File: src/rtl/timing_pkg.sv
// timing_pkg: shared measurement struct, 1080p defaults and lock limits for timing_probe.
package timing_pkg;
  localparam int H_WIDTH_DEF = 1920;
  localparam int H_START_DEF = 2008;
  localparam int H_TOTAL_DEF = 2200;
  localparam int V_HEIGHT_DEF = 1080;
  localparam int CW_DEF = 12;
  localparam int CW_MAX = 16;
  localparam int LOCK_FRAMES_MAX = 15;
  localparam int LCW = 4;
  typedef struct packed {
    logic [CW_MAX-1:0] width;
    logic [CW_MAX-1:0] start;
    logic [CW_MAX-1:0] total;
    logic [CW_MAX-1:0] height;
  } meas_t;
endpackage

File: src/rtl/edge_det.sv
// edge_det: two-flop sampler with single-cycle rise/fall strobes.
module edge_det (
  input  logic clk_i,
  input  logic rst_i,
  input  logic d,
  output logic rise,
  output logic fall
);
  logic s1, s2;
  always_ff @(posedge clk_i or posedge rst_i)
    if (rst_i) {s1, s2} <= 2'b00;
    else {s1, s2} <= {d, s1};
  assign rise = s1 & ~s2;
  assign fall = ~s1 & s2;
endmodule

File: src/rtl/timing_probe.sv
// timing_probe: measures hs/vs/de timing per frame and publishes it with lock/match status.
// Define PROBE_TIMEOUT_EN to add a vs watchdog that drops lock when frames stop arriving.
module timing_probe
  import timing_pkg::*;
#(
  parameter int H_WIDTH = H_WIDTH_DEF,
  parameter int H_START = H_START_DEF,
  parameter int H_TOTAL = H_TOTAL_DEF,
  parameter int V_HEIGHT = V_HEIGHT_DEF,
  parameter int CW = CW_DEF,
  parameter int LOCK_FRAMES = 2
) (
  input  logic          clk_i,
  input  logic          rst_i,
  input  logic          hs_i,
  input  logic          vs_i,
  input  logic          de_i,
  output logic [CW-1:0] h_width_o,
  output logic [CW-1:0] h_start_o,
  output logic [CW-1:0] h_total_o,
  output logic [CW-1:0] v_height_o,
  output logic          valid_o,
  output logic          locked_o,
  output logic          match_o,
  output logic          frame_o
);
  localparam logic [CW-1:0] MAX = '1;
  localparam logic [LCW-1:0] LF = LCW'(LOCK_FRAMES);
  localparam meas_t EXP = '{width: CW_MAX'(H_WIDTH), start: CW_MAX'(H_START),
                            total: CW_MAX'(H_TOTAL), height: CW_MAX'(V_HEIGHT)};
  logic hs_rise, vs_rise, de_rise, de_fall, unused_hs_fall, unused_vs_fall;
  logic [CW-1:0] cnt, lines, ref_w, ref_s, ref_t;
  logic w_ok, s_ok, t_ok, has_de, hs_arm, incons, ovf;
  logic good, same, tmo;
  logic [LCW-1:0] lock_cnt, lock_nx;
  meas_t pub, meas;

  edge_det u_hs (.clk_i(clk_i), .rst_i(rst_i), .d(hs_i), .rise(hs_rise), .fall(unused_hs_fall));
  edge_det u_vs (.clk_i(clk_i), .rst_i(rst_i), .d(vs_i), .rise(vs_rise), .fall(unused_vs_fall));
  edge_det u_de (.clk_i(clk_i), .rst_i(rst_i), .d(de_i), .rise(de_rise), .fall(de_fall));

  // Per-field references: start only becomes known after de falls, so each field locks in on its own first sample.
  always_ff @(posedge clk_i or posedge rst_i)
    if (rst_i) begin
      cnt <= '0;
      lines <= '0;
      {ref_w, ref_s, ref_t} <= '0;
      {w_ok, s_ok, t_ok, has_de, hs_arm, incons, ovf} <= '0;
    end else begin
      cnt <= de_rise ? CW'(1) : cnt == MAX ? cnt : cnt + CW'(1);
      if (!de_rise && cnt == MAX) ovf <= 1'b1;
      if (de_fall) begin
        lines <= lines == MAX ? lines : lines + CW'(1);
        if (lines == MAX) ovf <= 1'b1;
        w_ok <= 1'b1;
        if (!w_ok) ref_w <= cnt;
        else if (cnt != ref_w) incons <= 1'b1;
      end
      if (hs_rise && hs_arm) begin
        hs_arm <= 1'b0;
        s_ok <= 1'b1;
        if (!s_ok) ref_s <= cnt;
        else if (cnt != ref_s) incons <= 1'b1;
      end
      if (de_rise) begin
        hs_arm <= 1'b1;
        has_de <= 1'b1;
      end
      if (de_rise && has_de) begin
        t_ok <= 1'b1;
        if (!t_ok) ref_t <= cnt;
        else if (cnt != ref_t) incons <= 1'b1;
      end
      if (vs_rise) begin
        lines <= '0;
        {ref_w, ref_s, ref_t} <= '0;
        {w_ok, s_ok, t_ok, incons, ovf} <= '0;
        has_de <= de_rise;
        hs_arm <= de_rise;
      end
    end

  always_comb begin
    meas = '{width: CW_MAX'(ref_w), start: CW_MAX'(ref_s), total: CW_MAX'(ref_t), height: CW_MAX'(lines)};
    good = lines >= CW'(2) && !incons && !ovf;
    same = valid_o && meas == pub;
    lock_nx = !same ? LCW'(1) : lock_cnt >= LF ? LF : lock_cnt + LCW'(1);
  end

`ifdef PROBE_TIMEOUT_EN
  logic [CW+9:0] wd;
  always_ff @(posedge clk_i or posedge rst_i)
    if (rst_i) wd <= '0;
    else wd <= vs_rise ? '0 : wd + 1'b1;
  assign tmo = &wd;
`else
  assign tmo = 1'b0;
`endif

  always_ff @(posedge clk_i or posedge rst_i)
    if (rst_i) begin
      pub <= '0;
      lock_cnt <= '0;
      {valid_o, locked_o, match_o, frame_o} <= '0;
    end else begin
      frame_o <= vs_rise | tmo;
      if (vs_rise && good) begin
        pub <= meas;
        valid_o <= 1'b1;
        lock_cnt <= lock_nx;
        locked_o <= lock_nx >= LF;
        match_o <= lock_nx >= LF && meas == EXP;
      end else if (vs_rise || tmo) begin
        lock_cnt <= '0;
        {valid_o, locked_o, match_o} <= '0;
      end
    end

  assign h_width_o = pub.width[CW-1:0];
  assign h_start_o = pub.start[CW-1:0];
  assign h_total_o = pub.total[CW-1:0];
  assign v_height_o = pub.height[CW-1:0];
endmodule

File: config.mk
export PLATFORM = sky130hd
export DESIGN_NAME = timing_probe
export DESIGN_NICKNAME = d
export VERILOG_FILES = /design/src/rtl/timing_pkg.sv /design/src/rtl/edge_det.sv /design/src/rtl/timing_probe.sv
export SDC_FILE = /design/constraint.sdc
export NUM_CORES = 1
export LEC_CHECK = 0
export CAP_MARGIN = 20
export CORE_UTILIZATION = 35
export DETAILED_ROUTE_END_ITERATION = 16
export PLACE_DENSITY = 0.63
export SKIP_LAST_GASP = 1
export SYNTH_ARGS = -nofsm -noshare
export SYNTH_HDL_FRONTEND = slang
export SYNTH_SLANG_ARGS = --single-unit
File: constraint.sdc
create_clock -name clk_i -period 9.7 [get_ports clk_i]
set_input_delay 1.455 -clock clk_i [delete_from_list [all_inputs] [get_ports clk_i]]
set_output_delay 1.455 -clock clk_i [all_outputs]
set_load 0.02 [all_outputs]
# Word-level counts from Yosys, hierarchy flattened
# Index checks and enable logic that the tools add are counted.
totals:
  register_bits: 129
  inputBits: 5
  out_inout_bits: 52
  wordCells: 121
op_classes:
  addsub: 3
  magnitude_cmp: 3
  eq_ne: 12
  n_mux: 47
  n_bitwise: 8
  reduce_logical: 21
op_table:
  columns: ["operator", "n"]
  rows:
  - ["12-bit two-way mux", 14]
  - ["48-bit by 47-bit equality test with 1-bit output, second input constant", 1]
  - ["48-bit equality test", 1]
  - ["12-bit != test", 3]
  - ["1-bit two-way mux", 29]
  - ["12-bit by 1-bit adder with 12-bit output, second input constant", 2]
  - ["12-bit equality test, second input constant", 2]
  - ["4-bit two-way mux", 4]
  - ["12-bit by 2-bit >= comparator with 1-bit output, second input constant", 1]
  - ["2-bit nonzero test", 5]
  - ["4-bit by 2-bit >= comparator with 1-bit output, second input constant", 2]
  - ["1-bit logical AND", 8]
  - ["2-bit != test, second input constant", 4]
  - ["2-bit AND reduction", 4]
  - ["4-bit by 1-bit adder with 4-bit output, second input constant", 1]
  - ["1-bit AND", 4]
  - ["1-bit inverter", 4]
  - ["1-bit logical NOT", 3]
  - ["3-bit nonzero test", 1]
  - ["2-bit by 1-bit != test with 1-bit output, second input constant", 1]

# Logic depth before layout (Yosys ltp)
# Gate-level depths: netlist of run 1.
depth:
  word_depth: 11
  depth_mapped: 9
  ltp_nobuf: 7

# Cells and area by module
# A second synthesis of run 1 with hierarchy kept.
hier_totals:
  cells_unflattened: 703
  hier_area_um2: 6419.9
modules_own_cells:
  columns: ["mod", "instances", "cells_each", "area_each_um2", "seq_area_each_um2"]
  rows:
  - ["timing_probe", 1, 688, 6213.5, 3078.0]
  - ["edge_det", 3, 5, 68.8, 50.0]

# Worst setup path after synthesis of run 1
# Ideal clock, no wire load.
synth_path:
  path_kind: "register -> register"
  from: "reg lines[7]"
  to: "reg match_o"
  setup_ns: 0.078
  arrival_ns: 1.880
  t_required_ns: 9.622
  setup_slack_ns: 7.741
  stages_incl_launch_ff: 7
  n_path_buf: 1
  synth_period_minus_slack_ns: 1.959
  cell_sequence: "dfrtp_1 buf_6 nor4_2 nand2_1 or4_1 or4_1 o21ai_1"
synth_between:
  elab_chain_cells: 6
  elab_cells_between_ends: 12
  classes_between: "2 x order compare; 2 x eq/ne; 2 x mux; 6 x reduce/logical"
synth_rtl:
  columns: ["item", "line", "text"]
  rows:
  - ["from (decl)", "timing_probe.sv:32", "logic [CW-1:0] cnt, lines, ref_w, ref_s, ref_t;"]
  - ["from (signal assigned)", "timing_probe.sv:53", "lines <= lines == MAX ? lines : lines + CW'(1);"]
  - ["48-bit equality test", "timing_probe.sv:86", "same = valid_o && meas == pub;"]
  - ["1-bit logical AND", "timing_probe.sv:86", null]
  - ["4-bit two-way mux", "timing_probe.sv:87", "lock_nx = !same ? LCW'(1) : lock_cnt >= LF ? LF : lock_cnt + LCW'(1);"]
  - ["4-bit by 2-bit >= comparator with 1-bit output", "timing_probe.sv:112", "match_o <= lock_nx >= LF && meas == EXP;"]
  - ["1-bit logical AND", "timing_probe.sv:112", null]
  - ["1-bit two-way mux", "timing_probe.sv:107", "if (vs_rise && good) begin"]
  - ["to (signal assigned)", "timing_probe.sv:104", "{valid_o, locked_o, match_o, frame_o} <= '0;"]
  - ["to (signal assigned)", "timing_probe.sv:112", null]
  - ["to (signal assigned)", "timing_probe.sv:115", "{valid_o, locked_o, match_o} <= '0;"]
  - ["to (decl)", "timing_probe.sv:24", "output logic match_o,"]
# Parallel ways exist; a longest one is shown, timed or not.
# A chain may end at the register's enable or synchronous reset.

# Worst setup path after layout of run 1
layout_path:
  from: "reg pub (netlist bit h_total_o[9])"
  to: "out h_total_o[9]"
layout_rtl:
  columns: ["item", "line", "text"]
  rows:
  - ["from (decl)", "timing_probe.sv:36", "meas_t pub, meas;"]
  - ["from (signal assigned)", "timing_probe.sv:108", "pub <= meas;"]
  - ["to (decl)", "timing_probe.sv:20", "output logic [CW-1:0] h_total_o,"]
# No word-level cell between the ends.

==> results.json, run 1 <==
{
  "num_io_pins": 57,
  "grt_max_degree": 77,
  "wire_per_inst_um": 16.9,
  "clk_path_buf_depth": 2,
  "power_switching_uw": 514,
  "ant_nets": 0,
  "gp_congestion": 0.830,
  "htreeDepth": 4,
  "tightest_slew_ns": 0.986,
  "power_density_mw_per_mm2": 215,
  "cp.depth": 1,
  "timing_hold_violations_final": 0,
  "syn_nets": 720,
  "via_per_inst": 5.11,
  "clk_latency_ns": 0.42,
  "path_delay_family": "buffers and inverters",
  "p_leak_uw": 0.00357,
  "area_growth_syn_to_layout_pct": 19.9,
  "drv_slew": 0,
  "clk_pin_slew_ns": 0.05,
  "track_usage": 0.191,
  "grt_pass1_vias": 4762,
  "ys_seq_elements": 129,
  "yosysWarnings": 0,
  "holdPathStages": 0,
  "status": "complete, no violations",
  "synth-seq-area-share": 0.509,
  "dp_cells": 953,
  "n_antenna_cell": 0,
  "cp-end-kind": "output port",
  "fin_crit_ns": 2.95,
  "routed_wl_mm": 16.6,
  "fmax_mhz": 339,
  "worstPathRequired_ns": 8.25,
  "synthFlopType": "dfrtp_1",
  "grt_overflow_total": 0,
  "post-dp-hpwl_mm": 11.5,
  "grt_pass1_wl_mm": 26.6,
  "final_min_period_over_clock_period": 0.304,
  "drive_gt1_frac": 0.0503,
  "cts_setup_buffers": 0,
  "cts_resized": 0,
  "holdBufCountCts": 0,
  "ir_drop_v": 0.000138,
  "remaining_drc_errors": 0,
  "rows": 48,
  "r2r_cells": 7,
  "clock_power_share": 0.364,
  "rsz0062_at_grt": "no",
  "power_frac_seq": 0.423,
  "crit_fanout": 3,
  "path_class": "flip-flop to output port",
  "clock_sinks": 129,
  "critPathSlowestCell": "clkdlybuf4s50_1",
  "path_cells": "clkdlybuf4s50_1",
  "vias": 5011,
  "async_flop_share": 1.00,
  "die_x_um": 137,
  "final_cell_mix": "nand2_1, dfrtp_1, clkdlybuf4s50_1",
  "drt_iter0_markers": 361,
  "fin_tns_setup_ns": 0,
  "placement.io_buffers": 56,
  "syn_area_per_cell_um2": 8.95,
  "dr.pass1.iters": 4,
  "die_h_um": 137,
  "cellInternalPower_uw": 1120,
  "critPathBufInv": 1,
  "synth_edf_count": 0,
  "worstPathArrival_ns": 1.49,
  "start_kind": "flip-flop",
  "core-area_mm2": 0.0175,
  "cts_buffers": 17,
  "slowest_delay_ns": 0.64,
  "root_buffer": "clkbuf_16",
  "max_slew_margin": 0.337,
  "final_common_cell": "nand2_1",
  "comb_power_share": 0.213,
  "synthCells": 709,
  "hold_path_class": "flip-flop to flip-flop",
  "antenna_found_initial": 0,
  "instances_no_fill": 981,
  "tritoncts": "built",
  "start_util": 0.363,
  "timing.clock.skew_ns": 0.00857,
  "synth_cell_types": 42,
  "synth_area_mm2": 0.00634,
  "switching_share": 0.315,
  "nNetsFinal": 758,
  "fp.dieArea_mm2": 0.0187,
  "finalSetupViolCount": 0,
  "max-cap-violations": 0
}
## power by group through the flow
stage | logic (uW) | clock network, uW | registers, uW
after floorplan | 211 | 0 | 688
final | 347 | 594 | 691
after global placement | 343 | 0 | 698
after CTS | 350 | 602 | 690
after detailed placement | 348 | 0 | 699
after global routing | 385 | 627 | 700
## flip-flops by register name, summed over array words and instances (netlist names), 4 cells and up
signal	cells
cnt	12
h_start_o	12
h_total_o	12
h_width_o	12
lines	12
ref_s	12
ref_t	12
ref_w	12
v_height_o	12
lock_cnt	4
## cells in the mapped netlist (3+ instances only)
cell type	number	area share
o31ai_1	3	0.0036
nand2b_1	6	0.0059
nor2b_1	3	0.0030
nor4b_1	3	0.0041
clkbuf_1	39	0.023
ha_1	6	0.012
inv_1	8	0.0047
nand2_1	225	0.13
xnor2_1	47	0.065
o21ai_0	30	0.024
buf_1	3	0.0018
or4_1	5	0.0059
a21oi_1	17	0.013
nand4_1	22	0.022
and3_1	6	0.0059
nand3_1	17	0.013
nor4_1	16	0.016
xor2_1	48	0.066
o21a_1	3	0.0036
a31oi_1	4	0.0039
nor3_1	6	0.0047
nor2_1	36	0.021
dfrtp_1	129	0.51
## layer usage
metal,GRT usage,vias to the layer above,share of wire
li1,-,2412,-
met2,0.299,129,0.47
met5,0,-,0
met4,0.0537,0,0.015
met3,0.0441,19,0.044
met1,0.264,2451,0.47
## per-stage QoR
| step | instance area (um2) | setup slack [ns] | power (uW) | hold WS, ns | utilization |
|---|---|---|---|---|---|
| 6_report | 7610 | 6.75 | 1630 | 0.374 | 0.435 |
| 5_1_grt | 7610 | 6.46 | 1710 | 0.403 | 0.435 |
| 3_5_place_dp | 7080 | 6.22 | 1050 | 0.368 | 0.405 |
| 2_1_floorplan | 6340 | 4.80 | 899 | 0.355 | - |
| 3_3_place_gp | 7080 | 6.22 | 1040 | 0.365 | 0.405 |
| 4_1_cts | 7610 | 6.67 | 1640 | 0.379 | 0.435 |
## cells by family after synthesis
logic type               count (synthesis)  synth area share
XOR/XNOR                                95             0.131
flip-flops                             129             0.509
multiplexers                             2           0.00316
adder cells (fa/ha/maj)                  6            0.0118
AND/OR/NAND/NOR                        356             0.250
buffers and inverters                   52            0.0321
AO/OA/AOI/OAI                           69            0.0625
## layout make-up
cell class / count / area [um2]
flip-flops and latches: 129 / 3230
multi-input cells: 528 / 2920
inverters: 8 / 32.5
well taps: 225 / 282
clock inverters: 8 / 92.6
clock buffers: 20 / 437
fillers: 1682 / 9870
repair buffers: 63 / 613
## final timing paths
kind	startpoint	to	slack, ns
worst min register to register	u_vs.s1	u_vs.s2	0.37
worst max-delay path	h_total_o[9]	h_total_o[9]	6.75
worst max register to register	u_vs.s2	h_total_o[11]	7.05
min in group asynchronous	rst_i	h_start_o[11]	1.49
worst min-delay path	u_vs.s1	u_vs.s2	0.37
max in group asynchronous	rst_i	ref_s[2]	6.77
(Power assumes the default switching activity.)
==> run 2: changes to the inputs <==
Settings changed: PLACE_DENSITY 0.63 to 0.65.
Clock period 9.7 ns to 2.63 ns, I/O delays scaled along.
==> run 2 against run 1 <==
  * Flip-flop and latch count unchanged
  * Final area is 2.4% higher
  * Critical path depth rose by 4
  * Routed wire length increased by 7.9%
  * First-iteration DRC count up 45%
  * Die area is the same
  * Largest power group unchanged
==> results.json, run 2 (same netlist as run 1, synthesis figures left out) <==
{
  "status": "complete, no violations",
  "timing_hold_violations_final": 0,
  "fin_crit_ns": 2.20,
  "wire_per_inst_um": 17.9,
  "root_buffer": "clkbuf_16",
  "tritoncts": "built",
  "worstPathRequired_ns": 2.97,
  "p_leak_uw": 0.00367,
  "path_delay_family": "simple AND/OR/NAND/NOR gates",
  "remaining_drc_errors": 0,
  "grt_overflow_total": 0,
  "comb_power_share": 0.218,
  "holdBufCountCts": 0,
  "clk_latency_ns": 0.42,
  "antenna_found_initial": 0,
  "cts_resized": 0,
  "slowest_delay_ns": 0.52,
  "crit_path_frequent_cell": "or4_1",
  "grt_max_degree": 54,
  "nNetsFinal": 775,
  "report.power.total_uw": 6120,
  "start_util": 0.363,
  "max-cap-violations": 0,
  "clk_path_buf_depth": 2,
  "rows": 48,
  "final_cell_mix": "nand2_1, dfrtp_1, clkdlybuf4s50_1",
  "critPathSlowestCell": "or4_1",
  "dr.pass1.iters": 4,
  "place_area_mm2": 0.00723,
  "num_io_pins": 57,
  "grt_pass1_wl_mm": 28.6,
  "htreeDepth": 4,
  "hold_path_class": "input pin to asynchronous set/reset pin",
  "ant_nets": 0,
  "clk_pin_slew_ns": 0.05,
  "final_min_period_over_clock_period": 0.838,
  "vias": 5203,
  "track_usage": 0.208,
  "fillCellCount": 1662,
  "post-dp-hpwl_mm": 12.9,
  "via_per_inst": 5.20,
  "path_class": "flip-flop to flip-flop",
  "n_antenna_cell": 0,
  "crit_fanout": 5,
  "fp.dieArea_mm2": 0.0187,
  "drive_gt1_frac": 0.0735,
  "ir_drop_v": 0.000522,
  "path_cells": "nor4b_1 > nand4_1 > or4_1 > or4_1 > o21ai_1",
  "final_common_cell": "nand2_1",
  "gp_congestion": 0.899,
  "cts_buffers": 17,
  "max_slew_margin": 0.628,
  "tightest_slew_ns": 0.550,
  "clock_sinks": 129,
  "die_x_um": 137,
  "clock_power_share": 0.366,
  "hold_ws_ns": 0.309,
  "start_kind": "flip-flop",
  "finalSetupViolCount": 0,
  "cellInternalPower_uw": 4200,
  "critPathBufInv": 0,
  "routed_wl_mm": 17.9,
  "placement.io_buffers": 56,
  "core-area_mm2": 0.0175,
  "drv_slew": 0,
  "rsz0062_at_grt": "no",
  "timing.clock.skew_ns": 0.00866,
  "power_density_mw_per_mm2": 786,
  "cts_setup_buffers": 0,
  "die_h_um": 137,
  "fin_tns_setup_ns": 0,
  "final_area_mm2": 0.00779,
  "area_growth_syn_to_layout_pct": 22.8,
  "drt_iter0_markers": 524,
  "worstPathArrival_ns": 2.55,
  "grt_pass1_vias": 5116,
  "fmax_mhz": 454,
  "switching_share": 0.314,
  "power_switching_uw": 1920,
  "cp-end-kind": "flip-flop",
  "power_frac_seq": 0.416
}
-- run 2: cell type report --
cell class | count | area, um2 | area share
Clock buffer | 25 | 505 | 0.0649
Tap cell | 225 | 282 | 0.0361
Sequential cell | 129 | 3230 | 0.414
Clock inverter | 5 | 52.6 | 0.00675
Timing Repair Buffer | 80 | 766 | 0.0983
Inverter | 8 | 33.8 | 0.00434
Multi-Input combinational cell | 528 | 2920 | 0.375
-- run 2: worst paths after layout --
check                               from       endpoint  slack [ns]  depth (start not counted)
min in group clk_i               u_hs.s1        u_hs.s2        0.37                          0
worst min-delay path               rst_i       ref_w[8]        0.31                          2
max in group asynchronous          rst_i  v_height_o[4]        1.64                          3
worst max-delay path            ref_t[8]        match_o        0.43                          5
worst max register to register  ref_t[8]        match_o        0.43                          5
worst min register to register   u_hs.s1        u_hs.s2        0.37                          0
-- run 2: per-stage QoR --
stage | utilization | std cells | worst slack, ns
after detailed placement | 0.414 | 970 | 0.463
after floorplan | - | 709 | 0.640
final | 0.446 | 1000 | 0.426
after global placement | 0.414 | 970 | 0.444
after global routing | 0.446 | 1000 | 0.332
after CTS | 0.446 | 1000 | 0.443
-- run 2: routing by layer --
metal,vias up,GRT usage,part of all wire
li1,2463,-,-
met1,2538,0.277,0.45
met2,163,0.320,0.47
met3,39,0.0393,0.048
met4,0,0.107,0.036
met5,-,0,0
-- run 2: power groups by stage --
stage / Combinational [uW] / Clock (uW) / Sequential, uW
floorplan: 779 / 0 / 2540
global placement: 1330 / 0 / 2570
detailed placement: 1330 / 0 / 2570
CTS: 1340 / 2270 / 2540
global route: 1460 / 2350 / 2580
finish: 1330 / 2240 / 2550
==> run 3: changes to the inputs <==
Clock period 2.63 ns to 2 ns, I/O delays scaled along.
==> run 3 against run 2 <==
  * The flow now finishes with violations (setup timing)
  * Count of clock-buffer cells in the layout down 3
  * Via count up 6.6%
  * Combinational power up 68%
  * Setup slack worse by 0.47 ns
  * Maximum frequency up 7.8%
  * Global-route usage up 0.37 points
  * Final area up 9.5%
  * Non-clock buffer count up 79
  * Utilization up 4.2 points
  * Flip-flop and latch count unchanged
  * Sequential power up 26%
  * Largest cell class unchanged
==> results.json, run 3 (same netlist as run 1, synthesis figures left out) <==
{
  "root_buffer": "clkbuf_16",
  "ir_drop_v": 0.000691,
  "p_leak_uw": 0.00414,
  "area_growth_syn_to_layout_pct": 34.5,
  "power_density_mw_per_mm2": 1020,
  "cts_buffers": 17,
  "track_usage": 0.211,
  "grt_pass1_wl_mm": 29.4,
  "fmax_mhz": 489,
  "path_class": "flip-flop to flip-flop",
  "grt_pass1_vias": 5470,
  "cellInternalPower_uw": 6030,
  "fin_crit_ns": 2.04,
  "multi_input_comb_area_mm2": 0.00300,
  "ant_nets": 0,
  "final_min_period_over_clock_period": 1.02,
  "final_area_mm2": 0.00853,
  "setup_slack_ns": -0.0446,
  "htreeDepth": 4,
  "post-dp-hpwl_mm": 13.3,
  "start_util": 0.363,
  "die_x_um": 137,
  "nNetsFinal": 854,
  "fp.dieArea_mm2": 0.0187,
  "start_kind": "flip-flop",
  "placement.io_buffers": 56,
  "worstPathRequired_ns": 2.34,
  "num_io_pins": 57,
  "status": "finished, violations left",
  "max-cap-violations": 0,
  "rsz0062_at_grt": "yes",
  "wire_per_inst_um": 17.1,
  "grt_overflow_total": 0,
  "tritoncts": "built",
  "violations": "setup timing",
  "holdBufCountCts": 0,
  "timing_hold_violations_final": 0,
  "clock_power_share": 0.374,
  "die_h_um": 137,
  "fillCellCount": 1580,
  "critPathBufInv": 0,
  "power_frac_seq": 0.369,
  "area.sequential_mm2": 0.00323,
  "cp-end-kind": "flip-flop",
  "rows": 48,
  "final_util": 0.488,
  "final_common_cell": "nand2_1",
  "cp.depth": 5,
  "routed_wl_mm": 18.5,
  "clock_sinks": 129,
  "drive_gt1_frac": 0.176,
  "hold_path_class": "input pin to asynchronous set/reset pin",
  "core-area_mm2": 0.0175,
  "switching_share": 0.307,
  "r2r_cells": 5,
  "tightest_slew_ns": 0.527,
  "comb_power_share": 0.257,
  "slowest_delay_ns": 0.52,
  "via_per_inst": 5.13,
  "path_cells": "nor4_4 > nand2_1 > or4_4 > or4_1 > o21ai_1",
  "critPathSlowestCell": "or4_4",
  "vias": 5544,
  "clk_path_buf_depth": 2,
  "max_slew_margin": 0.643,
  "final_cell_mix": "nand2_1, dfrtp_1, buf_4",
  "clk_pin_slew_ns": 0.06,
  "path_delay_family": "simple AND/OR/NAND/NOR gates",
  "crit_fanout": 2,
  "remaining_drc_errors": 0,
  "grt_max_degree": 63,
  "worstPathArrival_ns": 2.39,
  "power_switching_uw": 2680,
  "clk_latency_ns": 0.42,
  "drv_slew": 0,
  "finalSetupViolCount": 1,
  "timing.clock.skew_ns": 0.00626,
  "report.power.total_uw": 8710,
  "antenna_found_initial": 0,
  "drt_iter0_markers": 376,
  "dr.pass1.iters": 5,
  "n_antenna_cell": 0,
  "place_area_mm2": 0.00778,
  "gp_congestion": 0.897
}
run 3: changes by cell type in the layout (fill, tap and decap cells not counted), sizes merged:
| cell | change |
|---|---|
| bufinv | +2 |
| clkbuf | -3 |
| clkinv | +2 |
| clkinvlp | +1 |
| buf | +79 |
run 3: power groups by stage:
stage                     sequential, uW  clock, uW  combinational, uW
after detailed placement            3250          0               2150
after CTS                           3200       3310               2210
after floorplan                     3340          0               1020
after global routing                3240       3410               2420
after global placement              3240          0               2130
final                               3210       3260               2240
run 3: routing by layer:
layer | routed length [um] | track usage
met4 | 654 | 0.0994
met3 | 940 | 0.0470
met2 | 8610 | 0.332
met5 | 0 | 0
met1 | 8260 | 0.276
run 3: worst paths after layout:
path | start | end | slack [ns]
min in group clk_i | hs_i | u_hs.s1 | 0.32
min reg2reg | u_vs.s1 | u_vs.s2 | 0.38
max in group asynchronous | rst_i | h_total_o[4] | 1.27
min | rst_i | u_vs.s1 | 0.15
max | lines[6] | match_o | -0.04
max reg2reg | lines[6] | match_o | -0.04
run 3: through the flow:
step | hold slack [ns] | std cells | worst slack (ns) | TNS, ns
5_1_grt | 0.158 | 1081 | -0.108 | -0.330
4_1_cts | 0.132 | 1080 | -0.0481 | -0.0481
3_5_place_dp | 0.370 | 1045 | -0.165 | -0.463
6_report | 0.145 | 1081 | -0.0446 | -0.0446
2_1_floorplan | 0.331 | 709 | 0.0414 | 0
3_3_place_gp | 0.366 | 1045 | -0.125 | -0.402
run 3: repair_timing:
action | CTS | global route
setup buffers | 3 | 1
pin swaps | 6 | 12
endpoints found under the setup margin | 5 | 45
gates resized for setup | 5 | 13
run 3: cell type report:
cell class | instances | area share
flip-flops and latches | 129 | 0.378
multi-input cells | 528 | 0.352
repair buffers | 159 | 0.159
clock buffers | 22 | 0.0579
well taps | 225 | 0.0330
clock inverters | 10 | 0.0153
inverters | 8 | 0.00396
